[src/rtl/seg_scan_ctrl.sv]
// Purpose: four-digit multiplexed 7-segment scan controller with double-buffered display data.
// Latency: load shows at the next frame boundary; seg is registered (1 cycle after sel changes).
// Backpressure: none; load is always accepted, en=0 freezes the scan and blanks anodes at once.
//
// Ports: clk, rst_n (async, active-low); value[15:0] + load strobe into the shadow buffer;
//        en display enable; sel[1:0] current digit; an[3:0] anodes (active-low);
//        seg[6:0] cathodes {g,f,e,d,c,b,a} (active-low).
// Option: define SEG_SCAN_LZ_BLANK_EN to suppress leading-zero digits (digit 0 always shown).
module seg_scan_ctrl #(
  parameter int REFRESH_DIV  = 100000,
  parameter int BLANK_CYCLES = 1000
) (
  input  logic        clk,
  input  logic        rst_n,
  input  logic [15:0] value,
  input  logic        load,
  input  logic        en,
  output logic [1:0]  sel,
  output logic [3:0]  an,
  output logic [6:0]  seg
);

  localparam int PW = (REFRESH_DIV > 2) ? $clog2(REFRESH_DIV) : 1;
  localparam int BW = (BLANK_CYCLES > 1) ? $clog2(BLANK_CYCLES) : 1;
  localparam logic [PW-1:0] PRE_LAST   = PW'(REFRESH_DIV - 1);
  localparam logic [BW-1:0] BLANK_LAST = BW'(BLANK_CYCLES - 1);

  typedef enum logic {ST_BLANK, ST_SHOW} state_t;

  state_t          state_q, state_d;
  logic [PW-1:0]   pre_q;
  logic [BW-1:0]   blank_q, blank_d;
  logic [15:0]     disp_q, shadow_q;
  logic            pending_q;
  logic            tick;
  logic            frame_end;
  logic            lz_hide;
  logic [3:0]      cur_nib;

  function automatic logic [6:0] hex_glyph(input logic [3:0] n);
    case (n)
      4'h0: hex_glyph = 7'b1000000;
      4'h1: hex_glyph = 7'b1111001;
      4'h2: hex_glyph = 7'b0100100;
      4'h3: hex_glyph = 7'b0110000;
      4'h4: hex_glyph = 7'b0011001;
      4'h5: hex_glyph = 7'b0010010;
      4'h6: hex_glyph = 7'b0000010;
      4'h7: hex_glyph = 7'b1111000;
      4'h8: hex_glyph = 7'b0000000;
      4'h9: hex_glyph = 7'b0010000;
      4'hA: hex_glyph = 7'b0001000;
      4'hB: hex_glyph = 7'b0000011;
      4'hC: hex_glyph = 7'b1000110;
      4'hD: hex_glyph = 7'b0100001;
      4'hE: hex_glyph = 7'b0000110;
      default: hex_glyph = 7'b0001110;
    endcase
  endfunction

  // The prescaler is frozen while disabled, so tick can only fire with en=1.
  assign tick      = en && (pre_q == PRE_LAST);
  assign frame_end = tick && (sel == 2'd3);
  assign cur_nib   = disp_q[{sel, 2'b00} +: 4];

`ifdef SEG_SCAN_LZ_BLANK_EN
  // A digit is a leading zero when it and every more-significant nibble are zero.
  always_comb begin
    lz_hide = 1'b0;
    case (sel)
      2'd1:    lz_hide = (disp_q[15:4]  == 12'h000);
      2'd2:    lz_hide = (disp_q[15:8]  == 8'h00);
      2'd3:    lz_hide = (disp_q[15:12] == 4'h0);
      default: lz_hide = 1'b0;
    endcase
  end
`else
  assign lz_hide = 1'b0;
`endif

  always_ff @(posedge clk or negedge rst_n) begin
    if (!rst_n) begin
      pre_q <= '0;
    end else if (en) begin
      pre_q <= (pre_q == PRE_LAST) ? '0 : pre_q + 1'b1;
    end
  end

  always_ff @(posedge clk or negedge rst_n) begin
    if (!rst_n) begin
      sel <= 2'd0;
    end else if (tick) begin
      sel <= sel + 2'd1;
    end
  end

  always_ff @(posedge clk or negedge rst_n) begin
    if (!rst_n) begin
      state_q <= ST_BLANK;
      blank_q <= '0;
    end else begin
      state_q <= state_d;
      blank_q <= blank_d;
    end
  end

  // Next state and anode drive. A tick restarts the blanking window from either state.
  always_comb begin
    state_d = state_q;
    blank_d = blank_q;
    an      = 4'b1111;
    if (tick) begin
      state_d = ST_BLANK;
      blank_d = '0;
    end else if (en && (state_q == ST_BLANK)) begin
      if (blank_q == BLANK_LAST) begin
        state_d = ST_SHOW;
        blank_d = '0;
      end else begin
        blank_d = blank_q + 1'b1;
      end
    end
    if (en && (state_q == ST_SHOW) && !lz_hide) begin
      an[sel] = 1'b0;
    end
  end

  // Double buffer: disp only changes at a frame boundary, taking the shadow value
  // as it stood before this cycle; a coincident load stays pending for next frame.
  always_ff @(posedge clk or negedge rst_n) begin
    if (!rst_n) begin
      shadow_q  <= 16'h0000;
      pending_q <= 1'b0;
      disp_q    <= 16'h0000;
    end else begin
      if (frame_end && pending_q) begin
        disp_q <= shadow_q;
      end
      if (load) begin
        shadow_q  <= value;
        pending_q <= 1'b1;
      end else if (frame_end) begin
        pending_q <= 1'b0;
      end
    end
  end

  always_ff @(posedge clk or negedge rst_n) begin
    if (!rst_n) begin
      seg <= 7'b1000000;
    end else begin
      seg <= hex_glyph(cur_nib);
    end
  end

endmodule
[config.mk]
export PLATFORM = sky130hd
export DESIGN_NAME = seg_scan_ctrl
export DESIGN_NICKNAME = d
export VERILOG_FILES = /design/src/rtl/seg_scan_ctrl.sv
export SDC_FILE = /design/constraint.sdc
export NUM_CORES = 1
export LEC_CHECK = 0
export BUFFER_PORTS_ARGS = -buffer_cell sky130_fd_sc_hd__buf_2
export CORE_MARGIN = 4
export CORE_UTILIZATION = 40
export CTS_BUF_LIST = sky130_fd_sc_hd__clkbuf_8
export CTS_CLUSTER_SIZE = 8
export DETAILED_ROUTE_END_ITERATION = 8
export SETUP_SLACK_MARGIN = 0.05
export SLEW_MARGIN = 20
export SYNTH_ARGS = -nofsm -noshare
export SYNTH_HDL_FRONTEND = slang
export SYNTH_SLANG_ARGS = --single-unit
[constraint.sdc]
create_clock -name clk -period 4.7 [get_ports clk]
set_input_delay 0.94 -clock clk [delete_from_list [all_inputs] [get_ports clk]]
set_output_delay 0.94 -clock clk [all_outputs]
set_load 0.005 [all_outputs]
==> flow_summary.ini <==
[outcome]
status = complete, no violations

[die]
coreArea_um2 = 7848
die_height_um = 98.50
ios = 33
die_area_um2 = 9701
rows = 32
start_util_pct = 41.74
die_x_um = 98.50

[sta]
rsz0062_at_grt = false
skew_ps = 11.38
hold_violations = 0
fin_crit_sh_pct = 52.59
max_freq_ghz = 0.4046
worstMarginPinSlew_ps = 799.1
slew_headroom_pct = 46.28
slew_viol_final = 0
setup_viol = 0
fin_setup_tns_ps = 0
setup_slack_ps = 2228
period_needed_ps = 2472

[detailed_routing]
remaining_drc_errors = 0
ant_nets = 0
routed_wl_um = 5769
wl_per_cell_um = 13.74
vias_per_cell = 5.045
first_pass_iters = 4
vias = 2119
drt_iter0_markers = 78

[logic_synthesis]
synthMuxAreaShare_pct = 14.74
synth_top_area_share_pct = 52.71
synth_top_family_by_area = multiplexers
avgSynthCellArea_um2 = 11.70
synth_fa_ha_area_share_pct = 4.584
async_flop_share_pct = 100.0
yosys.area_share.simple_pct = 14.74
synthDistinctLibCells = 41
syn_nets = 312
ys_ff_latch = 70
synthCells = 280
synth_edf_count = 0
yosys.area.top_type = dfrtp_1
ys_seq_area_share_pct = 53.51
synthXorXnorAreaFrac_pct = 4.813
yosysWarnings = 0
syn-cell-area_um2 = 3276
synth-main-ff-cell = dfrtp_1
synthTopCellsByArea = dfrtp_1 53%, mux2_2 8.3%, ha_1 4.6%, mux2_1 3.4%, xnor2_1 3.2%
synth-compound-area-share_pct = 5.118

[finish]
drive_above_1_share_pct = 26.10
fillers = 759
area_delta_synth_final_pct = 15.74
antenna_cells = 0
layout.cells.non_filler = 420
final_nets = 345

[worst_setup_path]
rr_worst_depth = 5
critical_path.slowest_cell = dfrtp_1
crit_family = flip-flops
crit_path_max_fanout = 8
end_kind = primary output
cp.depth = 4
critPathKind = reg2out
slowest_delay_ps = 620
cp-start-kind = register
worstPathArrival_ps = 1530
crit_chain = inv_1 > ha_1 > nand3_1 > buf_2
worst-path-buf-inv = 2
required_ps = 3760

[clock_tree]
clk_path_buf_depth = 2
clockRootBuffer = clkbuf_8
htree_levels = 3
cts.hold.buffers_added = 0
cts.sinks = 70
postCtsSetupRepairBufs = 0
cts_tree = built
cts.reportedPaths.clkPinSlew_ps = 80
cts_made_buffers = 9
clk_latency_ps = 340
post_cts_resized = 0

[place]
placedCellCount = 404
place_worst_setup_slack_ps = 1880
port-buffer-count = 32
post-dp-hpwl_um = 4054
place.gp.congestion = 0.7871

[global_routing]
grt_pass1_wl_um = 10120
grt_start_max_net_pins = 29
grt.overflow.total = 0
grtUsageTotal_pct = 13.15
grt_antenna_before_repair = 0
grt_pass1_vias = 2154

[hold_path]
holdCritPathClass = reg2reg
hold_depth = 1

[power_and_ir_drop]
total_power_mw = 1.504
ir_drop_v = 0.0001894
p_leak_nw = 1.761
p_per_area_nw_per_um2 = 396.7

[run]
drv_cap = 0
worst paths after layout:
path / endpoint / slack [ps] / startpoint
max in group asynchronous: shadow_q[8] / 3270 / rst_n
min in group asynchronous: blank_q[6] / 560 / rst_n
worst max-delay path: an[2] / 2230 / sel[0]
worst min register to register: pending_q / 480 / pending_q
worst max register to register: disp_q[3] / 2420 / pre_q[11]
worst min-delay path: pending_q / 480 / pending_q
sequential cells by signal, indices dropped and copies added (netlist names):
name / count
blank_q: 10
pending_q: 1
seg: 7
sel: 2
disp_q: 16
pre_q: 17
shadow_q: 16
state_q: 1
area by class of cell:
type	instances	area, µm²	area share (%)
flip-flops and latches	70	1753	46.24
well taps	102	127.6	3.366
inverters	5	18.77	0.4950
clock inverters	5	103.9	2.739
multi-input cells	192	1441	38.02
repair buffers	35	195.2	5.149
clock buffers	11	151.4	3.993
cell families (layout without fill, tap and decap cells):
group / Yosys count / count (layout)
xor gates and xnor gates: 18 / 18
adders and majority gates: 12 / 12
buffers and inverters: 18 / 56
AOI/OAI and AO/OA: 29 / 29
DFF: 70 / 70
and+or+nand+nor: 94 / 94
muxes: 39 / 39
synth_stat cells, types with 3 or more instances:
| library cell | n |
|---|---|
| nand2_1 | 20 |
| nand3_1 | 11 |
| and3_1 | 4 |
| nand4_1 | 9 |
| mux2_2 | 24 |
| mux4_2 | 4 |
| xnor2_1 | 12 |
| dfrtp_1 | 69 |
| mux2_1 | 10 |
| inv_1 | 5 |
| xor2_1 | 6 |
| a21oi_1 | 11 |
| ha_1 | 12 |
| nand2b_1 | 3 |
| nor3_1 | 7 |
| o21ai_0 | 9 |
| nor2b_1 | 4 |
| nor2_1 | 26 |
| clkbuf_1 | 8 |
per-stage QoR:
step / utilization [%] / hold slack, ps / area (µm²)
CTS: 48.31 / 483.4 / 3791
global placement: 44.80 / 458.2 / 3516
detailed placement: 45.06 / 465.8 / 3536
global route: 48.31 / 497.0 / 3791
floorplan: - / 442.0 / 3276
finish: 48.31 / 479.2 / 3791
metal layers:
| layer | track usage [%] | up-vias | wire, µm |
|---|---|---|---|
| met3 | 4.388 | 7 | 172 |
| met5 | 0 | - | 0 |
| met4 | 5.357 | 0 | 99 |
| met1 | 16.48 | 1042 | 2736 |
| met2 | 20.96 | 25 | 2761 |
| li1 | - | 1045 | - |
layout by cell type (no fill, tap or decap), drive strengths merged, types with 8 or more instances in the layout:
cell type / count
a21oi: 11
buf: 35
clkbuf: 11
dfrtp: 69
ha: 12
mux2: 34
nand2: 20
nand3: 11
nand4: 9
nor2: 26
nor3: 8
o21ai: 9
xnor2: 12
where the power goes:
| part | internal (mW) | leakage, nW | switching [mW] | total (mW) |
|---|---|---|---|---|
| Combinational | 0.0745 | 0.737 | 0.0760 | 0.150 |
| Clock | 0.383 | 0.130 | 0.229 | 0.612 |
| Sequential | 0.668 | 0.895 | 0.0738 | 0.742 |
| Total | 1.13 | 1.76 | 0.379 | 1.50 |
Power figures use the tool's default switching activity.
